--- config.mk ---
export PLATFORM = sky130hd
export DESIGN_NAME = enemy_shots_flat
export DESIGN_NICKNAME = d
export VERILOG_FILES = /design/src/rtl/enemy_shots_if.sv /design/src/rtl/enemy_shots.sv /design/src/flat_wrapper.sv
export SDC_FILE = /design/constraint.sdc
export NUM_CORES = 1
export LEC_CHECK = 0
export ABC_AREA = 0
export BUFFER_PORTS_ARGS = -buffer_cell sky130_fd_sc_hd__clkbuf_2
export CELL_PAD_IN_SITES_DETAIL_PLACEMENT = 2
export CELL_PAD_IN_SITES_GLOBAL_PLACEMENT = 2
export CORE_AREA = 2 2 146 148
export CTS_BUF_LIST = sky130_fd_sc_hd__clkbuf_8
export DETAILED_ROUTE_END_ITERATION = 7
export DIE_AREA = 0 0 148 150
export GPL_ROUTABILITY_DRIVEN = 0
export HOLD_SLACK_MARGIN = 0.1
export PLACE_DENSITY = 0.74
export SLEW_MARGIN = 10
export SYNTH_ARGS = -nofsm -noshare
export SYNTH_HDL_FRONTEND = slang
export SYNTH_SLANG_ARGS = --single-unit
--- constraint.sdc ---
create_clock -name clk_4 -period 2.55 [get_ports clk_4]
set_input_delay 0.1275 -clock clk_4 [delete_from_list [all_inputs] [get_ports clk_4]]
set_output_delay 0.1275 -clock clk_4 [all_outputs]
set_load 0.05 [all_outputs]
--- src/rtl/enemy_shots_if.sv ---
// Bus between the enemy-shot block and the rest of the game: enemy pose and
// hit flags in, packed shot positions and launch status out.
interface enemy_shots_if;
  logic        play;
  logic [9:0]  enemy_x;
  logic [9:0]  enemy_y;
  logic [4:0]  destroy;
  logic [45:0] proj_x;
  logic [44:0] proj_y;
  logic [4:0]  active;
  logic        fire_pulse;
  logic [7:0]  shots_fired;

  modport master (
    output play, enemy_x, enemy_y, destroy,
    input  proj_x, proj_y, active, fire_pulse, shots_fired
  );

  modport slave (
    input  play, enemy_x, enemy_y, destroy,
    output proj_x, proj_y, active, fire_pulse, shots_fired
  );
endinterface

--- src/rtl/enemy_shots.sv ---
// Enemy shot launcher: a STOP/COUNT/LAUNCH timer drops a shot below the enemy
// every FIRE_INTERVAL+1 ticks into the lowest free of five slots; live shots
// fall by SPEED per tick and retire at FLOOR_Y or when the player hits them.
// Slot y is held in 9 bits because a live shot is always below FLOOR_Y (< 512);
// all y arithmetic is done wider so a step past 511 cannot wrap.
module enemy_shots #(
  parameter int FIRE_INTERVAL = 60,
  parameter int SPEED         = 2,
  parameter int FLOOR_Y       = 470,
  parameter int DROP_OFFSET   = 10
) (
  input  logic         clk_4,
  input  logic         clr,
  enemy_shots_if.slave bus
);

  localparam logic [7:0]  LP_RELOAD = 8'(FIRE_INTERVAL - 1);
  localparam logic [10:0] LP_SPEED  = 11'(SPEED);
  localparam logic [10:0] LP_FLOOR  = 11'(FLOOR_Y);
  localparam logic [10:0] LP_DROP   = 11'(DROP_OFFSET);

  typedef enum logic [1:0] {
    ST_STOP   = 2'd0,
    ST_COUNT  = 2'd1,
    ST_LAUNCH = 2'd2
  } state_t;

  state_t      r_state;
  state_t      w_state_n;
  logic [7:0]  r_cnt;
  logic [7:0]  w_cnt_n;

  logic [45:0] r_px;
  logic [45:0] w_px_n;
  logic [8:0]  r_y   [5];
  logic [8:0]  w_y_n [5];
  logic [4:0]  r_act;
  logic [4:0]  w_act_n;
  logic        r_pulse;
  logic [7:0]  r_shots;

  logic [10:0] w_step [5];
  logic [4:0]  w_clear;
  logic [4:0]  w_free;
  logic [4:0]  w_sel_oh;
  logic [4:0]  w_load;
  logic [10:0] w_spawn_y;
  logic [8:0]  w_sat_x;
  logic        w_launch;

  // Per-slot next y after one fall step, and whether the slot goes idle this tick.
  for (genvar k = 0; k < 5; k++) begin : g_slot
    assign w_step[k]  = {2'b00, r_y[k]} + LP_SPEED;
    assign w_clear[k] = !bus.play ||
                        (r_act[k] && (bus.destroy[k] || (w_step[k] >= LP_FLOOR)));
  end

  // Lowest free slot as a one-hot (isolate lowest set bit of the free mask).
  // A hit on the chosen slot cancels the launch rather than re-targeting it.
  assign w_free    = ~r_act;
  assign w_sel_oh  = w_free & (~w_free + 5'd1);
  assign w_spawn_y = {1'b0, bus.enemy_y} + LP_DROP;
  assign w_launch  = (r_state == ST_LAUNCH) && bus.play && (|w_free) &&
                     (w_spawn_y < LP_FLOOR) && !(|(w_sel_oh & bus.destroy));
  assign w_load    = w_launch ? w_sel_oh : 5'd0;
  assign w_sat_x   = (bus.enemy_x > 10'd511) ? 9'd511 : bus.enemy_x[8:0];

  // Launch timer next-state: halting always returns to STOP.
  always_comb begin
    w_state_n = r_state;
    w_cnt_n   = r_cnt;
    if (!bus.play) begin
      w_state_n = ST_STOP;
      w_cnt_n   = LP_RELOAD;
    end else begin
      case (r_state)
        ST_STOP: begin
          w_state_n = ST_COUNT;
          w_cnt_n   = LP_RELOAD;
        end
        ST_COUNT: begin
          if (r_cnt == 8'd0) begin
            w_state_n = ST_LAUNCH;
          end else begin
            w_cnt_n = r_cnt - 8'd1;
          end
        end
        ST_LAUNCH: begin
          w_state_n = ST_COUNT;
          w_cnt_n   = LP_RELOAD;
        end
        default: begin
          w_state_n = ST_STOP;
          w_cnt_n   = LP_RELOAD;
        end
      endcase
    end
  end

  // Slot next values: clear beats launch beats movement; idle slots stay zero.
  always_comb begin
    w_px_n  = r_px;
    w_act_n = r_act;
    for (int k = 0; k < 5; k++) begin
      w_y_n[k] = r_y[k];
    end
    for (int k = 0; k < 5; k++) begin
      if (w_clear[k]) begin
        w_act_n[k] = 1'b0;
        w_y_n[k]   = 9'd0;
      end else if (w_load[k]) begin
        w_act_n[k] = 1'b1;
        w_y_n[k]   = w_spawn_y[8:0];
      end else if (r_act[k]) begin
        w_y_n[k]   = w_step[k][8:0];
      end else begin
        w_y_n[k]   = r_y[k];
      end
    end
    for (int k = 0; k < 4; k++) begin
      if (w_clear[k]) begin
        w_px_n[9*k +: 9] = 9'd0;
      end else if (w_load[k]) begin
        w_px_n[9*k +: 9] = w_sat_x;
      end else begin
        w_px_n[9*k +: 9] = r_px[9*k +: 9];
      end
    end
    if (w_clear[4]) begin
      w_px_n[45:36] = 10'd0;
    end else if (w_load[4]) begin
      w_px_n[45:36] = bus.enemy_x;
    end else begin
      w_px_n[45:36] = r_px[45:36];
    end
  end

  // Timer state register.
  always_ff @(posedge clk_4) begin
    if (clr) begin
      r_state <= ST_STOP;
      r_cnt   <= LP_RELOAD;
    end else begin
      r_state <= w_state_n;
      r_cnt   <= w_cnt_n;
    end
  end

  // Slot, strobe and launch-count registers.
  always_ff @(posedge clk_4) begin
    if (clr) begin
      r_px    <= 46'd0;
      r_act   <= 5'd0;
      r_pulse <= 1'b0;
      r_shots <= 8'd0;
      for (int k = 0; k < 5; k++) begin
        r_y[k] <= 9'd0;
      end
    end else begin
      r_px    <= w_px_n;
      r_act   <= w_act_n;
      r_pulse <= w_launch;
      r_shots <= r_shots + (w_launch ? 8'd1 : 8'd0);
      for (int k = 0; k < 5; k++) begin
        r_y[k] <= w_y_n[k];
      end
    end
  end

  assign bus.proj_x      = r_px;
  assign bus.proj_y      = {r_y[4], r_y[3], r_y[2], r_y[1], r_y[0]};
  assign bus.active      = r_act;
  assign bus.fire_pulse  = r_pulse;
  assign bus.shots_fired = r_shots;

endmodule

--- src/flat_wrapper.sv ---
// flat-port wrapper written by rule: the top's interface ports become plain ports
module enemy_shots_flat 
#(
  parameter int FIRE_INTERVAL = 60,
  parameter int SPEED         = 2,
  parameter int FLOOR_Y       = 470,
  parameter int DROP_OFFSET   = 10
)
  (clk_4, clr, bus_play, bus_enemy_x, bus_enemy_y, bus_destroy, bus_proj_x, bus_proj_y, bus_active, bus_fire_pulse, bus_shots_fired);
  enemy_shots_if bus_i ();
  input  logic clk_4;
  input  logic clr;
  input wire logic [$bits(bus_i.play)-1:0] bus_play;
  input wire logic [$bits(bus_i.enemy_x)-1:0] bus_enemy_x;
  input wire logic [$bits(bus_i.enemy_y)-1:0] bus_enemy_y;
  input wire logic [$bits(bus_i.destroy)-1:0] bus_destroy;
  output wire logic [$bits(bus_i.proj_x)-1:0] bus_proj_x;
  output wire logic [$bits(bus_i.proj_y)-1:0] bus_proj_y;
  output wire logic [$bits(bus_i.active)-1:0] bus_active;
  output wire logic [$bits(bus_i.fire_pulse)-1:0] bus_fire_pulse;
  output wire logic [$bits(bus_i.shots_fired)-1:0] bus_shots_fired;
  assign bus_i.play = bus_play;
  assign bus_i.enemy_x = bus_enemy_x;
  assign bus_i.enemy_y = bus_enemy_y;
  assign bus_i.destroy = bus_destroy;
  assign bus_proj_x = bus_i.proj_x;
  assign bus_proj_y = bus_i.proj_y;
  assign bus_active = bus_i.active;
  assign bus_fire_pulse = bus_i.fire_pulse;
  assign bus_shots_fired = bus_i.shots_fired;
  enemy_shots #(.FIRE_INTERVAL(FIRE_INTERVAL), .SPEED(SPEED), .FLOOR_Y(FLOOR_Y), .DROP_OFFSET(DROP_OFFSET)) u_core (.clk_4(clk_4), .clr(clr), .bus(bus_i));
endmodule
==> run metrics, run 1 <==
status complete, no violations; Layout area overhead 28.2%; slowest CP cell a2111oi_0; I/O pins 133; Pre-antenna DRT Iters 5; Clk pin slew, worst setup/hold paths 0.08 ns; first-pass GRT wire length 36,300 µm; Final Cycle Share 93.3%; CTS Buffer Depth 2; peak supply drop 0.266 mV; Comb power frac 6.6%; Core ar. 0.0207 mm²; fraction of the yosys area taken by sequential cells 38.0%; leak pwr 2.97 nW; dpl hpwl 17,000 µm; Synth warnings 0; commonest non-fill, non-tap cells in the layout clkbuf_2, nor2_1, dfxtp_1, nand2_1, a21oi_1; CP cell instances inv_1 > ha_1 > nor2_1 > a2111oi_0 > nor3_1 > o22ai_1 > o21ai_1 > buf_12 > a2111oi_0; CTS root buf clkbuf_8; Top FF cell, synth dfxtp_1; routed wire length 23,300 µm; worst min-delay path class input port to register; area of the mapped netlist 0.00606 mm²; number of synthesized flops with an enable pin 0; Final WS setup 0.171 ns; P_int 2.94 mW; All-Layer GR Usage 21.2%; Rel. slew slack 45.3%; num rows 53; Final setup viols 0; Layout Nets 927; number of I/O port buffers 132; Data arrival, critical path 2.71 ns; CTS Buf Count 17; post-CTS setup buffers 0; clock share of power 47.7%; DR iter-0 viols 257; Final Hold Slack 0.125 ns; Sw Share 25.4%; DR WL/cell 19.9 µm; Yosys cell types 73; CP Capture Type register; Final ANT Viol Nets 0; register share of total power 45.6%; max frequency 420 MHz; largest net degree at the start of global routing 30; leading cell type in the layout, fill and taps excluded clkbuf_2; DRC viols 0; Startpoint Class register; post-route cell area 0.00777 mm²; mean area per synthesized cell 8.36 µm²; Pwr Total 3.94 mW; FF+latch count, synth 115; cell count after synthesis 724; vias in the first global route 6,299; total gr overflow 0; cell area power density 507 mW/mm²; clock latency at the later pin of the worst-skew pair 0.46 ns; Max FO, Critical Path 19; syn_nets 768; initial antenna violation count 3; critical path class register to register; Critical Path Max Stage Delay 0.42 ns; Fin. Hold Viols 0; post-place setup slack -0.0320 ns; Final Skew 0.0151 ns; Die ar. 0.0222 mm²; initial core utilization 29.3%; CTS tree yes; FFs w/ async S/R, synth 0%; Max Slew Vio Count 0; share of cells above drive strength 1 27.9%; vias 6,107; most used cell, CP a2111oi_0; H-tree Lvls 4; fin crit period 2.38 ns; Psw 0.999 mW; Worst-Margin Slew 0.817 ns; max capacitance violation total 0; fillers 2,441; DP Area 0.00720 mm²; CP required 2.88 ns; Via density 5.22; die height 150 µm; Die W 148 µm; Sink Count 115; RSZ-0062 raised after global routing false
## cells in the mapped netlist, types with 10 or more instances
library cell,number,area (µm²)
dfxtp_1,115,2300
nor2_1,108,405
nand2_1,55,206
a21oi_1,52,260
a211oi_1,51,383
nand3_1,25,125
clkbuf_1,24,90.1
inv_1,19,71.3
xnor2_1,17,149
xor2_1,17,149
ha_1,16,200
nor3_1,16,80.1
buf_2,13,65.1
nand3b_1,13,97.6
nand4_1,13,81.3
a31oi_1,12,75.1
nor2b_1,11,68.8
and3_1,10,62.6
## metrics by stage
| step | cells | util [%] | setup TNS [ns] |
|---|---|---|---|
| global route | 1170 | 37.5 | 0 |
| finish | 1171 | 37.5 | 0 |
| global placement | 1126 | 34.8 | 0 |
| floorplan | 724 | - | 0 |
| detailed placement | 1126 | 34.8 | -0.0479 |
| CTS | 1170 | 37.5 | 0 |
## worst max-delay path: cells and delay by family, from the launching register on
family | cells | cell delay (ns)
AO/OA/AOI/OAI | 4 | 1.05
adder cells (fa/ha/maj) | 1 | 0.31
buffers and inverters | 2 | 0.28
flip-flops | 1 | 0.40
AND/OR/NAND/NOR | 2 | 0.23
## state kept, by name (all words and copies together) (netlist names)
register,flops
u_core.bus.proj_x,46
u_core.r_y,45
u_core.bus.shots_fired,8
u_core.r_cnt,8
u_core.bus.active,5
u_core.r_state,2
u_core.bus.fire_pulse,1
## final timing paths
path                                            from                            endpoint  slack [ns]  cells past startpoint
setup / recovery       u_core.r_y[0][1]$_SDFFE_PP0P_       u_core.r_y[0][5]$_SDFFE_PP0P_        0.17                      9
hold / removal                        bus_enemy_y[0]       u_core.r_y[3][0]$_SDFFE_PP0P_        0.12                      3
setup reg to reg       u_core.r_y[0][1]$_SDFFE_PP0P_       u_core.r_y[0][5]$_SDFFE_PP0P_        0.17                      9
hold reg to reg   u_core.bus.proj_x[44]$_SDFFE_PP0P_  u_core.bus.proj_x[44]$_SDFFE_PP0P_        0.48                      2
## cells by family after synthesis
logic type	share of synthesized area, %
AOI/OAI and AO/OA	23.9
xor gates and xnor gates	5.19
adders and majority gates	3.31
buffers and inverters	4.48
DFF	38.0
muxes	1.67
and+or+nand+nor	23.4
## repair_timing
action	in CTS	in global routing
hold buffers	13	0
endpoints found under the hold margin	23	0
resized for setup	0	2
endpoints found under the setup margin	0	17
## routing by layer
metal  global-route usage, %  wire length [µm]
met5                       0                13
met4                    5.52               371
met3                    3.72               721
met2                    36.1             11300
met1                    27.6             10900
## power groups by stage
stage	sequential, mW	combinational (mW)	clock, mW
2_1_floorplan	1.84	0.107	0
3_3_place_gp	1.84	0.242	0
3_5_place_dp	1.84	0.243	0
4_1_cts	1.80	0.260	1.92
5_1_grt	1.80	0.276	2.00
6_report	1.80	0.261	1.88
## area by class of cell
class                      count  area (µm²)  area share, %
inverter                      19        71.3          0.918
sequential                   115        2310           29.8
timing repair buffer         183        1100           14.2
clock inverter                14         190           2.45
tap                          275         344           4.43
clock buffer                  17         234           3.01
antenna                        1        2.50         0.0322
multi-input combinational    547        3510           45.2
Power figures use the tool's default switching activity.
==> run 2, diff against run 1 <==
Settings changed: GPL_TIMING_DRIVEN set to 0.
==> run 2 against run 1 <==
Compared with the run above:
- critical endpoint is now u_core.bus.proj_x[42]$_SDFFE_PP0P_
- critical path type unchanged
- first-iteration DRC count grew 4.3%
- clock-buffer cell count increased by 2
- register-to-register slack got worse by 0.08 ns
- flip-flop and latch count unchanged
- final cell count increased by 1.0%
==> run metrics, run 2 (same netlist as run 1, synthesis figures left out) <==
status complete, no violations; Rel. slew slack 42.8% (-2.6 points); final core utilization 37.8% (+0.29 points); cell area power density 487 mW/mm² (-4.0%); Final TNS setup 0 ns (unchanged); length in cells of the worst reg-to-reg path 9 (unchanged); DR iter-0 viols 268 (+4.3%); worst min-delay path class input port to register; Reg-to-Reg End u_core.bus.proj_x[42]$_SDFFE_PP0P_; max frequency 406 MHz (-3.4%); Max FO, Critical Path 10 (-9); total gr overflow 0 (unchanged); leading cell type in the layout, fill and taps excluded clkbuf_2; CTS Buf Count 17 (unchanged); slowest CP cell a2111o_1; DRC viols 0 (unchanged); Met2 Wirelength 12,100 µm (+7.2%); CTS tree yes; post-place setup slack -1.35 ns (-1.32 ns); reg2reg start u_core.bus.active[0]$_SDFFE_PP0P_; Critical Path Max Stage Delay 0.51 ns (+0.09 ns); vias 6,193 (+1.4%); hold path depth 3 (unchanged); Pwr Total 3.81 mW (-3.2%); most used cell, CP buf_4; Final WS setup 0.0866 ns (-0.0849 ns); Die W 148 µm (unchanged); CP Capture Type register; area of the multi-input gates 0.00361 mm² (+2.7%); routed wire length 24,100 µm (+3.7%); register area 0.00231 mm² (about the same); Pre-antenna DRT Iters 5 (unchanged); Final setup viols 0 (unchanged); startpoint of the worst hold path bus_enemy_y[0]; number of I/O port buffers 129 (-2.3%); number of flip-flops in the largest register 46 (unchanged); DR WL/cell 20.4 µm (+2.7%); die height 150 µm (unchanged); routed wl met3 807 µm (+12%); Sink Count 115 (unchanged); met1 wire length 10,900 µm (about the same); dpl hpwl 17,200 µm (+0.98%); flop-to-flop setup slack 0.09 ns (-0.08 ns); commonest non-fill, non-tap cells in the layout clkbuf_2, nor2_1, dfxtp_1, nand2_1, a21oi_1; largest net degree at the start of global routing 17 (-43%); Final Cycle Share 96.6% (+3.3 points); Hold EP u_core.r_y[4][0]$_SDFFE_PP0P_; peak supply drop 0.326 mV (+23%); share of cells above drive strength 1 28.5% (+0.59 points); Final ANT Viol Nets 0 (unchanged); first-pass GRT wire length 37,600 µm (+3.6%); I/O pins 133 (unchanged); Data arrival, critical path 2.82 ns (+0.11 ns); Core ar. 0.0207 mm² (unchanged); All-Layer GR Usage 22.1% (+0.91 points); leak pwr 2.97 nW (+0.25%); number of diodes 0 (-1); Final Skew 0.0161 ns (+0.000969 ns); num rows 53 (unchanged); fin crit period 2.46 ns (+0.0849 ns); CP cell instances buf_4 > clkinvlp_4 > a221oi_4 > o21ai_2 > buf_4 > a2111o_1 > buf_2 > nand2_1 > a21oi_2; Clk pin slew, worst setup/hold paths 0.08 ns (about the same); critical path class register to register; Die ar. 0.0222 mm² (unchanged); vias in the first global route 6,560 (+4.1%); Layout Nets 939 (+1.3%); Startpoint Class register; Worst-Margin Slew 0.854 ns (+0.0376 ns); initial antenna violation count 3 (unchanged); Layout area overhead 29.2%; Via density 5.23 (+0.38%); max layer used met5; Max Slew Vio Count 0 (unchanged); CP required 2.91 ns (+0.03 ns); fillers 2,413 (-1.1%); H-tree Lvls 4 (unchanged); max capacitance violation total 0 (unchanged); CTS Buffer Depth 2 (unchanged); initial core utilization 29.3% (unchanged); clock latency at the later pin of the worst-skew pair 0.47 ns (about the same); CTS root buf clkbuf_8; Fin. Hold Viols 0 (unchanged)
==> run 2: how the worst max path moves through the flow <==
stage / start / to / slack (ns) / depth (start not counted)
3_5_place_dp: bus_enemy_y[1] / u_core.bus.shots_fired[7]$_SDFF_PP0_ / -1.35 / 12
2_1_floorplan: u_core.r_y[1][2]$_SDFFE_PP0P_ / u_core.bus.proj_x[17]$_SDFFE_PP0P_ / 0.03 / 8
6_report: u_core.bus.active[0]$_SDFFE_PP0P_ / u_core.bus.proj_x[42]$_SDFFE_PP0P_ / 0.09 / 9
3_3_place_gp: bus_enemy_y[1] / u_core.bus.shots_fired[4]$_SDFF_PP0_ / -1.30 / 12
4_1_cts: u_core.bus.active[0]$_SDFFE_PP0P_ / u_core.bus.shots_fired[7]$_SDFF_PP0_ / 0.007 / 11
5_1_grt: u_core.r_y[0][1]$_SDFFE_PP0P_ / u_core.r_y[0][2]$_SDFFE_PP0P_ / -0.01 / 10
==> run 2: per-layer routing <==
layer | GRT usage [%] | vias up
li1 | - | 2966
met1 | 27.9 | 3094
met2 | 38.2 | 102
met3 | 4.57 | 29
met4 | 5.90 | 2
met5 | 0 | -
==> run 2: layout make-up <==
type                            count  share of cell area (%)
Multi-Input combinational cell    547                    46.1
Sequential cell                   115                    29.5
Timing Repair Buffer              155                    11.2
Tap cell                          275                    4.40
Clock buffer                       19                    3.34
Buffer                             40                    2.78
Clock inverter                     13                    1.73
Inverter                           19                   0.959
==> run 2: worst max-delay path: cells and delay by family (launching register included) <==
family                 cells  cell delay (ns)
and+or+nand+nor            1             0.13
DFF                        1             0.37
AOI/OAI and AO/OA          4             1.04
buffers and inverters      4             0.81
==> run 2: what timing repair did <==
action	in CTS	in global routing
resized for setup	17	29
pin swaps	4	8
endpoints found under the hold margin	20	0
cloned	0	0
setup endpoints to repair	88	95
buffers inserted	4	9
hold buffers	13	0
==> run 2: power breakdown <==
| group | total (mW) | internal (mW) | switching [mW] | leakage [nW] |
|---|---|---|---|---|
| Clock | 1.75 | 0.916 | 0.834 | 0.201 |
| Combinational | 0.265 | 0.0834 | 0.181 | 1.84 |
| Sequential | 1.80 | 1.80 | 0.00108 | 0.930 |
| Total | 3.81 | 2.80 | 1.02 | 2.97 |
==> run 2: stage by stage <==
stage,instance area [µm²],cells,hold WS [ns]
6_report,7830,1183,0.116
5_1_grt,7830,1183,0.122
3_3_place_gp,7060,1128,0.386
4_1_cts,7700,1177,0.101
2_1_floorplan,6070,724,0.216
3_5_place_dp,7060,1128,0.390
==> run 3, diff against run 2 <==
Settings changed: CTS_BUF_LIST sky130_fd_sc_hd__clkbuf_8 to unset.
==> run 3 against run 2 <==
Compared with the run above:
- first-iteration DRC count fell by 1.9%
- global-route usage rose by 0.071 points
- clock skew fell by 0.0062 ns
- critical path type unchanged
- non-clock buffer count did not move
- core utilization rose by 1.0 points
- register-to-register slack barely moved
- sequential share of layout area fell by 0.77 points
- hold slack got worse by 0.020 ns
- final area rose by 2.7%
- final cell count did not move
- flip-flop and latch count did not move
- maximum frequency fell by 0.21%
==> run metrics, run 3 (same netlist as run 1, synthesis figures left out) <==
Clk pin slew, worst setup/hold paths 0.06 ns (-0.02 ns); Final Hold Slack 0.0959 ns (-0.0197 ns); share of cells above drive strength 1 28.7% (+0.22 points); CTS Buf Count 17 (unchanged); Rel. slew slack 39.5% (-3.3 points); commonest non-fill, non-tap cells in the layout clkbuf_2, nor2_1, dfxtp_1, nand2_1, a21oi_1; DP Area 0.00706 mm² (unchanged); H-tree Lvls 4 (unchanged); DR iter-0 viols 263 (-1.9%); clock latency at the later pin of the worst-skew pair 0.43 ns (-0.04 ns); status complete, no violations; first-pass GRT wire length 37,700 µm (+0.24%); Worst-Margin Slew 0.905 ns (+0.0506 ns); Final Cycle Share 96.8% (+0.20 points); vias in the first global route 6,599 (+0.59%); peak supply drop 0.413 mV (+27%); routed wire length 24,600 µm (+1.7%); Sink Count 115 (unchanged); final core utilization 38.8% (+1.0 points); worst min-delay path class input port to register; length in cells of the worst reg-to-reg path 9 (unchanged); cell area power density 558 mW/mm² (+15%); All-Layer GR Usage 22.1% (+0.071 points); total gr overflow 0 (unchanged); Final Skew 0.00990 ns (-0.00620 ns); Pre-antenna DRT Iters 4 (-1); Via density 5.26 (+0.48%); die height 150 µm (unchanged); leading cell type in the layout, fill and taps excluded clkbuf_2; Die W 148 µm (unchanged); I/O pins 133 (unchanged); initial core utilization 29.3% (unchanged); CP Capture Type register; Data arrival, critical path 2.78 ns (-0.04 ns); CP required 2.86 ns (-0.05 ns); number of flip-flops in the largest register 46 (unchanged); largest net degree at the start of global routing 17 (unchanged); CTS Buffer Depth 2 (unchanged); number of diodes 0 (unchanged); Max Slew Vio Count 0 (unchanged); post-route cell area 0.00804 mm² (+2.7%); Layout area overhead 32.7%; DRC viols 0 (unchanged); critical path class register to register; CTS root buf clkbuf_16; number of I/O port buffers 129 (unchanged); dpl hpwl 17,200 µm (unchanged); hold path depth 2 (-1); max capacitance violation total 0 (unchanged); Pwr Total 4.48 mW (+18%); Final ANT Viol Nets 0 (unchanged); Final setup viols 0 (unchanged); vias 6,223 (+0.48%); Max FO, Critical Path 10 (unchanged); Fin. Hold Viols 0 (unchanged); fillers 2,405 (-0.33%); Core ar. 0.0207 mm² (unchanged); Layout Nets 939 (unchanged); num rows 53 (unchanged); leak pwr 3.06 nW (+2.8%); Die ar. 0.0222 mm² (unchanged); fin crit period 2.47 ns (+0.00519 ns); CTS tree yes; max frequency 405 MHz (-0.21%); Startpoint Class register; DR WL/cell 20.8 µm (+1.7%); initial antenna violation count 3 (unchanged)
run 3: report_power, final:
part           switching [mW]  internal [mW]  total (mW)
sequential            0.00109           1.80        1.80
clock                   0.919           1.49        2.41
combinational           0.186         0.0840       0.270
run 3: per-layer routing:
layer / wire length, µm / vias to the layer above / global-route usage (%)
met4: 343 / 2 / 7.10
met3: 909 / 28 / 3.84
met2: 12400 / 110 / 38.6
li1: - / 2966 / -
met1: 10900 / 3117 / 27.8
met5: 11 / - / 0
run 3: final cells by class:
cell class | instances | area, µm² | area share, %
repair buffers | 155 | 866 | 10.8
multi-input cells | 547 | 3640 | 45.3
well taps | 275 | 344 | 4.28
plain buffers | 40 | 214 | 2.66
flip-flops and latches | 115 | 2310 | 28.8
clock inverters | 11 | 128 | 1.59
inverters | 19 | 75.1 | 0.934
clock buffers | 21 | 460 | 5.73
run 3: path summary, 6_finish.rpt:
kind                                     endpoint  slack [ns]                          startpoint
max            u_core.bus.proj_x[42]$_SDFFE_PP0P_        0.08   u_core.bus.active[0]$_SDFFE_PP0P_
min          u_core.bus.shots_fired[2]$_SDFF_PP0_         0.1                                 clr
max reg2reg    u_core.bus.proj_x[42]$_SDFFE_PP0P_        0.08   u_core.bus.active[0]$_SDFFE_PP0P_
min reg2reg    u_core.bus.proj_x[45]$_SDFFE_PP0P_        0.46  u_core.bus.proj_x[45]$_SDFFE_PP0P_
run 3: metrics by stage:
step	TNS, ns	setup slack [ns]	cells
CTS	0	0.00611	1174
floorplan	0	0.0254	724
finish	0	0.0814	1183
global placement	-66.25	-1.30	1128
detailed placement	-67.04	-1.35	1128
global route	-0.0198	-0.0130	1183
run 3: what timing repair did:
item,4_1_cts,5_1_grt
hold buffers,10,0
pin swaps,4,7
setup buffers,4,12
setup endpoints to repair,103,93
endpoints found under the hold margin,10,0
gates resized for setup,20,27
run 3: worst max-delay path: stages, from the launching register on:
cell,delay [ns]
dfxtp_2,0.36
buf_4,0.22
clkinvlp_4,0.14
a221oi_4,0.34
o21ai_2,0.13
buf_4,0.21
a2111o_1,0.51
buf_2,0.24
nand2_1,0.13
a21oi_2,0.06
